`src/rtl/digit_receiver.sv`:
```
// digit_receiver
//   Receiving end of the 3-bit digit link. The data lines and the strobe are
//   asynchronous. They pass through 2-flop synchronizers and are then qualified
//   by a pulse-length FSM. The FSM captures one digit (0..6) for each
//   well-formed strobe pulse. It rejects the following pulses:
//     - too short: dropped silently as a glitch
//     - too long: stuck strobe, err is raised
//     - data changing while the strobe is high: err is raised
//     - code 7: err is raised
//
//   Optional feature, macro RX_FIFO_EN:
//     Undefined: valid is a one-cycle pulse per digit. num holds the last digit.
//                ready is ignored.
//     Defined:   a 4-entry FIFO sits in front of num/valid. num is the head and
//                valid means the FIFO is non-empty. Asserting ready pops the
//                head. A digit arriving when the FIFO is full is dropped and
//                raises err.
//
// Ports:
//   hwclk      system clock
//   rst_n      asynchronous active-low reset
//   in0..in2   data bits, asynchronous
//   controlIn  strobe, asynchronous
//   ready      consumer accepts the head digit (FIFO build only)
//   num        received digit
//   valid      num is valid
//   err        one-cycle pulse for each rejected pulse or dropped digit
//   busy       high whenever the receiver is not idle
module digit_receiver #(
    parameter int HOLD_TIME = 1200000,
    parameter int MIN_PULSE = HOLD_TIME / 2,
    parameter int MAX_PULSE = HOLD_TIME * 2,
    parameter int MIN_GAP   = HOLD_TIME / 2
) (
    input  logic       hwclk,
    input  logic       rst_n,
    input  logic       in0,
    input  logic       in1,
    input  logic       in2,
    input  logic       controlIn,
    input  logic       ready,
    output logic [2:0] num,
    output logic       valid,
    output logic       err,
    output logic       busy
);

    typedef enum logic [1:0] {IDLE, HIGH, STUCK, GAP} state_t;

    localparam logic [31:0] MIN_PULSE_C = 32'(MIN_PULSE);
    localparam logic [31:0] MAX_PULSE_C = 32'(MAX_PULSE);
    localparam logic [31:0] MIN_GAP_C   = 32'(MIN_GAP);

    // Bit 3 of each synchronizer stage is the strobe; bits 2:0 are the data.
    logic [3:0]  meta_q, meta_d, sync_q, sync_d;
    state_t      state_q, state_d;
    logic [31:0] cnt_q, cnt_d, cnt_inc;
    logic [2:0]  shadow_q, shadow_d;
    logic        unstable_q, unstable_d;
    logic        err_q, err_d;
    logic        deliver, fsm_err;
    logic        strobe_s;
    logic [2:0]  data_s;

    assign strobe_s = sync_q[3];
    assign data_s   = sync_q[2:0];

    always_comb begin
        // NOTE: every signal written here gets a default first; any path that
        // left one unassigned would infer a latch.
        meta_d     = {controlIn, in2, in1, in0};
        sync_d     = meta_q;
        state_d    = state_q;
        cnt_d      = cnt_q;
        shadow_d   = shadow_q;
        unstable_d = unstable_q;
        deliver    = 1'b0;
        fsm_err    = 1'b0;
        // The counter saturates so that a strobe stuck high forever never wraps.
        cnt_inc    = (cnt_q == '1) ? cnt_q : cnt_q + 32'd1;

        unique case (state_q)
            IDLE: begin
                cnt_d = '0;
                if (strobe_s) begin
                    state_d    = HIGH;
                    cnt_d      = 32'd1;
                    shadow_d   = data_s;
                    unstable_d = 1'b0;
                end
            end
            HIGH: begin
                if (strobe_s) begin
                    cnt_d = cnt_inc;
                    if (data_s != shadow_q) unstable_d = 1'b1;
                    if (cnt_inc >= MAX_PULSE_C) begin
                        fsm_err = 1'b1;
                        state_d = STUCK;
                    end
                end else if (cnt_q < MIN_PULSE_C) begin
                    // A glitch returns to IDLE with no gap requirement and no err.
                    state_d = IDLE;
                    cnt_d   = '0;
                end else begin
                    // This falling cycle is already the first low cycle of the gap.
                    state_d = GAP;
                    cnt_d   = 32'd1;
                    if (unstable_q || shadow_q == 3'd7) fsm_err = 1'b1;
                    else                                deliver = 1'b1;
                end
            end
            STUCK: begin
                if (strobe_s) begin
                    cnt_d = cnt_inc;
                end else begin
                    state_d = GAP;
                    cnt_d   = 32'd1;
                end
            end
            GAP: begin
                if (strobe_s) begin
                    // An early pulse is ignored, and the gap must then start over.
                    cnt_d = '0;
                end else if (cnt_inc >= MIN_GAP_C) begin
                    state_d = IDLE;
                    cnt_d   = '0;
                end else begin
                    cnt_d = cnt_inc;
                end
            end
            default: state_d = IDLE;
        endcase
    end

    always_ff @(posedge hwclk or negedge rst_n) begin
        if (!rst_n) begin
            meta_q     <= '0;
            sync_q     <= '0;
            state_q    <= IDLE;
            cnt_q      <= '0;
            shadow_q   <= '0;
            unstable_q <= 1'b0;
            err_q      <= 1'b0;
        end else begin
            // NOTE: non-blocking assignments let every flop sample the
            // pre-edge values. Blocking ones would collapse the synchronizer
            // chain into a single stage.
            meta_q     <= meta_d;
            sync_q     <= sync_d;
            state_q    <= state_d;
            cnt_q      <= cnt_d;
            shadow_q   <= shadow_d;
            unstable_q <= unstable_d;
            err_q      <= err_d;
        end
    end

    assign busy = (state_q != IDLE);
    assign err  = err_q;

`ifdef RX_FIFO_EN
    logic [2:0] mem_q [4];
    logic [2:0] mem_d [4];
    logic [1:0] wr_ptr_q, wr_ptr_d, rd_ptr_q, rd_ptr_d;
    logic [2:0] count_q, count_d;
    logic       push, pop;

    always_comb begin
        mem_d    = mem_q;
        wr_ptr_d = wr_ptr_q;
        rd_ptr_d = rd_ptr_q;
        pop      = (count_q != 3'd0) && ready;
        // A pop in the same cycle frees a slot, so a full FIFO still accepts the digit.
        push     = deliver && ((count_q != 3'd4) || pop);
        err_d    = fsm_err || (deliver && !push);
        if (push) begin
            mem_d[wr_ptr_q] = shadow_q;
            wr_ptr_d        = wr_ptr_q + 2'd1;
        end
        if (pop) rd_ptr_d = rd_ptr_q + 2'd1;
        count_d = count_q + {2'b00, push} - {2'b00, pop};
    end

    always_ff @(posedge hwclk or negedge rst_n) begin
        if (!rst_n) begin
            wr_ptr_q <= '0;
            rd_ptr_q <= '0;
            count_q  <= '0;
        end else begin
            wr_ptr_q <= wr_ptr_d;
            rd_ptr_q <= rd_ptr_d;
            count_q  <= count_d;
        end
    end

    // NOTE: the storage has no reset. Clearing the pointers empties the
    // FIFO, and num is forced to 0 whenever the FIFO is empty.
    always_ff @(posedge hwclk) begin
        mem_q <= mem_d;
    end

    assign valid = (count_q != 3'd0);
    assign num   = valid ? mem_q[rd_ptr_q] : 3'd0;
`else
    logic [2:0] num_q, num_d;
    logic       valid_q, valid_d;
    logic       ready_unused;

    assign ready_unused = ready;

    always_comb begin
        num_d   = deliver ? shadow_q : num_q;
        valid_d = deliver;
        err_d   = fsm_err;
    end

    always_ff @(posedge hwclk or negedge rst_n) begin
        if (!rst_n) begin
            num_q   <= '0;
            valid_q <= 1'b0;
        end else begin
            num_q   <= num_d;
            valid_q <= valid_d;
        end
    end

    assign valid = valid_q;
    assign num   = num_q;
`endif

endmodule

```
`config.mk`:
```
export PLATFORM = sky130hd
export DESIGN_NAME = digit_receiver
export DESIGN_NICKNAME = d
export VERILOG_FILES = /design/src/rtl/digit_receiver.sv
export SDC_FILE = /design/constraint.sdc
export NUM_CORES = 1
export LEC_CHECK = 0
export CAP_MARGIN = 0
export CORE_UTILIZATION = 66
export CTS_CLUSTER_SIZE = 14
export DETAILED_ROUTE_END_ITERATION = 8
export PLACE_DENSITY = 0.94
export SYNTH_ARGS = -nofsm -noshare
export SYNTH_HDL_FRONTEND = slang
export SYNTH_SLANG_ARGS = --single-unit
export TNS_END_PERCENT = 1
```
`constraint.sdc`:
```
create_clock -name hwclk -period 5.4 [get_ports hwclk]
set_input_delay 0.54 -clock hwclk [delete_from_list [all_inputs] [get_ports hwclk]]
set_output_delay 0.54 -clock hwclk [all_outputs]
set_load 0.02 [all_outputs]
```
==> summary.txt <==
STA
  • Unrepaired setup endpoints after global routing: no
  • Clock Skew: 0.007020 ns
  • Slew Viols, Final: 0
  • Part of the cycle the worst path needs: 0.7231
  • Setup tns final: 0 ns
  • Headroom to the max-slew limit: 0.1789
  • Min Tclk post-route: 3.905 ns
  • Setup ws final: 1.495 ns
  • Fmax: 0.2561 GHz
  • Final Setup Violations: 0
  • Worst-Margin Slew: 1.229 ns
  • Hold Vio Cnt, Final: 0

GRT
  • Gr ovfl total: 0
  • Vias in the first global route: 2800
  • Initial antenna violation count: 0
  • Largest net degree at the start of global routing: 52
  • First-pass GRT wire length: 13100 um
  • GRT Total Usage: 0.3134

Detailed routing
  • Vias per Instance: 7.106
  • Met3 WL: 669 um
  • Initial detailed-routing violation count: 426
  • Drt first pass iters: 5
  • Wire per inst: 18.32 um
  • Antenna Nets Post-Route: 0
  • Final wirelength: 7951 um
  • Via count: 3084
  • Top layer in use: met4
  • M1 wire length: 3318 um
  • Drt drc: 0
  • Met2 Wirelength: 3760 um

Run
  • Maximum Capacitance Violations: 0

Logic synthesis
  • Leading post-synthesis cells by cell area: dfrtp_1, a211oi_2, xnor2_1, nand2_1, nand3_1
  • Synth async-reset ratio: 1.000
  • Sequential area share after synthesis: 0.3739
  • Synth cell types: 62
  • Top_reg_cell synth: dfrtp_1
  • Yosys top cell by area: dfrtp_1
  • Synth warnings: 0
  • Synth Register Bits: 51
  • Syn Area/Cell: 9.225 um2
  • Mapped Area: 0.003413 mm2
  • Yosys top cell area share: 0.3739
  • Post-Syn Nets: 378
  • Synthesized netlist cell count: 370
  • Post-synth EDFFs: 0

Worst setup path
  • Crit path cell chain: nand4_1 -> or4_1 -> nor4_2 -> nor4_1 -> nor2_1 -> o2111ai_1 -> a211o_1 -> buf_4 -> a221oi_1
  • CP max FO: 22
  • Critical path buffers and inverters: 1
  • Worst path arrival time: 4.12 ns
  • WP data required: 5.61 ns
  • Kind of critical path: reg2reg
  • Critical Path Max Stage Delay: 0.66 ns
  • Top delay family on crit path: simple AND/OR/NAND/NOR gates
  • Slowest CP cell: or4_1
  • Worst setup EP type: register
  • CP startpoint kind: register

CTS
  • CTS Buffer Depth: 2
  • Clock Latency Late Sink: 0.32 ns
  • Worst-path clk slew: 0.11 ns
  • Post-cts resize count: 0
  • # H-tree levels: 2
  • CTS tree: done
  • Clk sink count: 51
  • Post-CTS Setup Repair Bufs: 0
  • Cts bufs inserted: 5
  • CTS hold repair buffers: 0
  • Clock root buffer: clkbuf_8

Power
  • Max rail drop VDD: 0.2148 mV
  • Pwr/cell area: 257.0 mW/mm2
  • Pleak: 1.314 nW

Floorplan
  • DIE HEIGHT: 73.92 um
  • Core area: 0.004848 mm2
  • Top Ports: 13
  • Initial Util: 0.7040
  • Die area: 0.005463 mm2
  • Die width: 73.92 um
  • Rows: 25

Cells and area
  • Commonest non-fill, non-tap cell in the layout: dfrtp_1
  • Final nets: 374
  • Antenna Diode Count: 0
  • Area Overhead vs Synth: 5.095%
  • Most frequent cells in the layout: dfrtp_1, nand2_1, nor2_1
  • Share of cells above drive strength 1: 0.1253

Placement
  • Input/output buffers: 11
  • DP Worst Slack: 1.593 ns
  • HPWL after DPL: 5354 um
  • GPL Wtd Cong: 0.9136

Run status
  • Outcome: finished, final reports clean

Worst hold path
  • Hold Path Class: in2async
final timing paths:
path / startpoint / endpoint / slack [ns] / depth (start not counted)
max in group asynchronous: rst_n / cnt_q[24]$_DFF_PN0_ / 4.64 / 2
hold reg to reg: meta_q[3]$_DFF_PN0_ / sync_q[3]$_DFF_PN0_ / 0.36 / 0
min in group hwclk: meta_q[3]$_DFF_PN0_ / sync_q[3]$_DFF_PN0_ / 0.36 / 0
setup / recovery: cnt_q[28]$_DFF_PN0_ / cnt_q[1]$_DFF_PN0_ / 1.50 / 9
setup reg to reg: cnt_q[28]$_DFF_PN0_ / cnt_q[1]$_DFF_PN0_ / 1.50 / 9
hold / removal: rst_n / cnt_q[6]$_DFF_PN0_ / 0.31 / 2
synthesized netlist by cell type (2+ instances only):
library cell / n
dfrtp_1: 51
nand2_1: 30
nor2_1: 25
nand3_1: 22
xnor2_1: 21
a21oi_1: 19
o21ai_0: 19
a211oi_2: 15
nand4_1: 15
clkbuf_1: 13
xor2_1: 10
buf_2: 9
inv_1: 9
a211oi_1: 8
and3_1: 8
nor4_1: 8
nor3_1: 7
mux2_2: 6
a211o_1: 5
and2_1: 4
mux2i_1: 4
and4_1: 3
nand3b_1: 3
nor4_2: 3
o221ai_1: 3
or3_1: 3
or4_1: 3
a2111oi_0: 2
a311oi_1: 2
a31oi_1: 2
buf_6: 2
nand2b_1: 2
nor2b_1: 2
nor3b_1: 2
o2111ai_1: 2
o31a_1: 2
cell families (layout without fill, tap and decap cells):
| family | count (synthesis) | after routing | share of synthesized area |
|---|---|---|---|
| AOI/OAI and AO/OA | 94 | 94 | 0.2233 |
| xor gates and xnor gates | 31 | 31 | 0.07955 |
| adders and majority gates | 1 | 1 | 0.003665 |
| buffers and inverters | 37 | 34 | 0.05462 |
| DFF | 51 | 51 | 0.3739 |
| muxes | 10 | 10 | 0.03152 |
| and+or+nand+nor | 146 | 146 | 0.2335 |
sequential cells by signal (all words and copies together) (netlist names), named ones only:
signal / cells
cnt_q: 32
err: 1
meta_q: 4
num: 3
shadow_q: 3
state_q: 1
sync_q: 4
unstable_q: 1
valid: 1
per-stage QoR:
stage	power [W]	hold WS, ns	cell area, um2	cells	util
final	0.0009218	0.3093	3587	434	0.7399
after global routing	0.0009590	0.3716	3587	434	0.7399
after detailed placement	0.0006812	0.3356	3491	426	0.7200
after floorplan	0.0006465	0.2444	3413	370	-
after global placement	0.0006653	0.3341	3491	426	0.7200
after CTS	0.0009203	0.3458	3587	434	0.7399
worst register-to-register path, stage by stage (launching register included):
cell       delay [ns]
dfrtp_1          0.55
nand4_1          0.32
or4_1            0.66
nor4_2           0.55
nor4_1           0.16
nor2_1           0.29
o2111ai_1        0.17
a211o_1          0.46
buf_4            0.33
a221oi_1         0.32
layout make-up:
cell class	instances	area, um2
Fill cell	326	1261
Clock inverter	3	27.53
Timing Repair Buffer	16	142.6
Sequential cell	51	1276
Tap cell	67	83.83
Clock buffer	5	68.82
Multi-Input combinational cell	282	1951
Inverter	10	37.54
routing by layer:
| layer | track usage | up-vias |
|---|---|---|
| met5 | 0 | - |
| met4 | 0.1474 | 0 |
| met3 | 0.06173 | 34 |
| met2 | 0.4909 | 199 |
| met1 | 0.4183 | 1471 |
| li1 | - | 1380 |
where the power goes:
group / switching [W] / internal [W] / total (W) / leakage, nW
sequential: 0.0000442 / 0.000415 / 0.000459 / 0.671
combinational: 0.000152 / 0.0000676 / 0.000219 / 0.597
clock: 0.000147 / 0.0000964 / 0.000243 / 0.0467
Power figures use the tool's default switching activity.
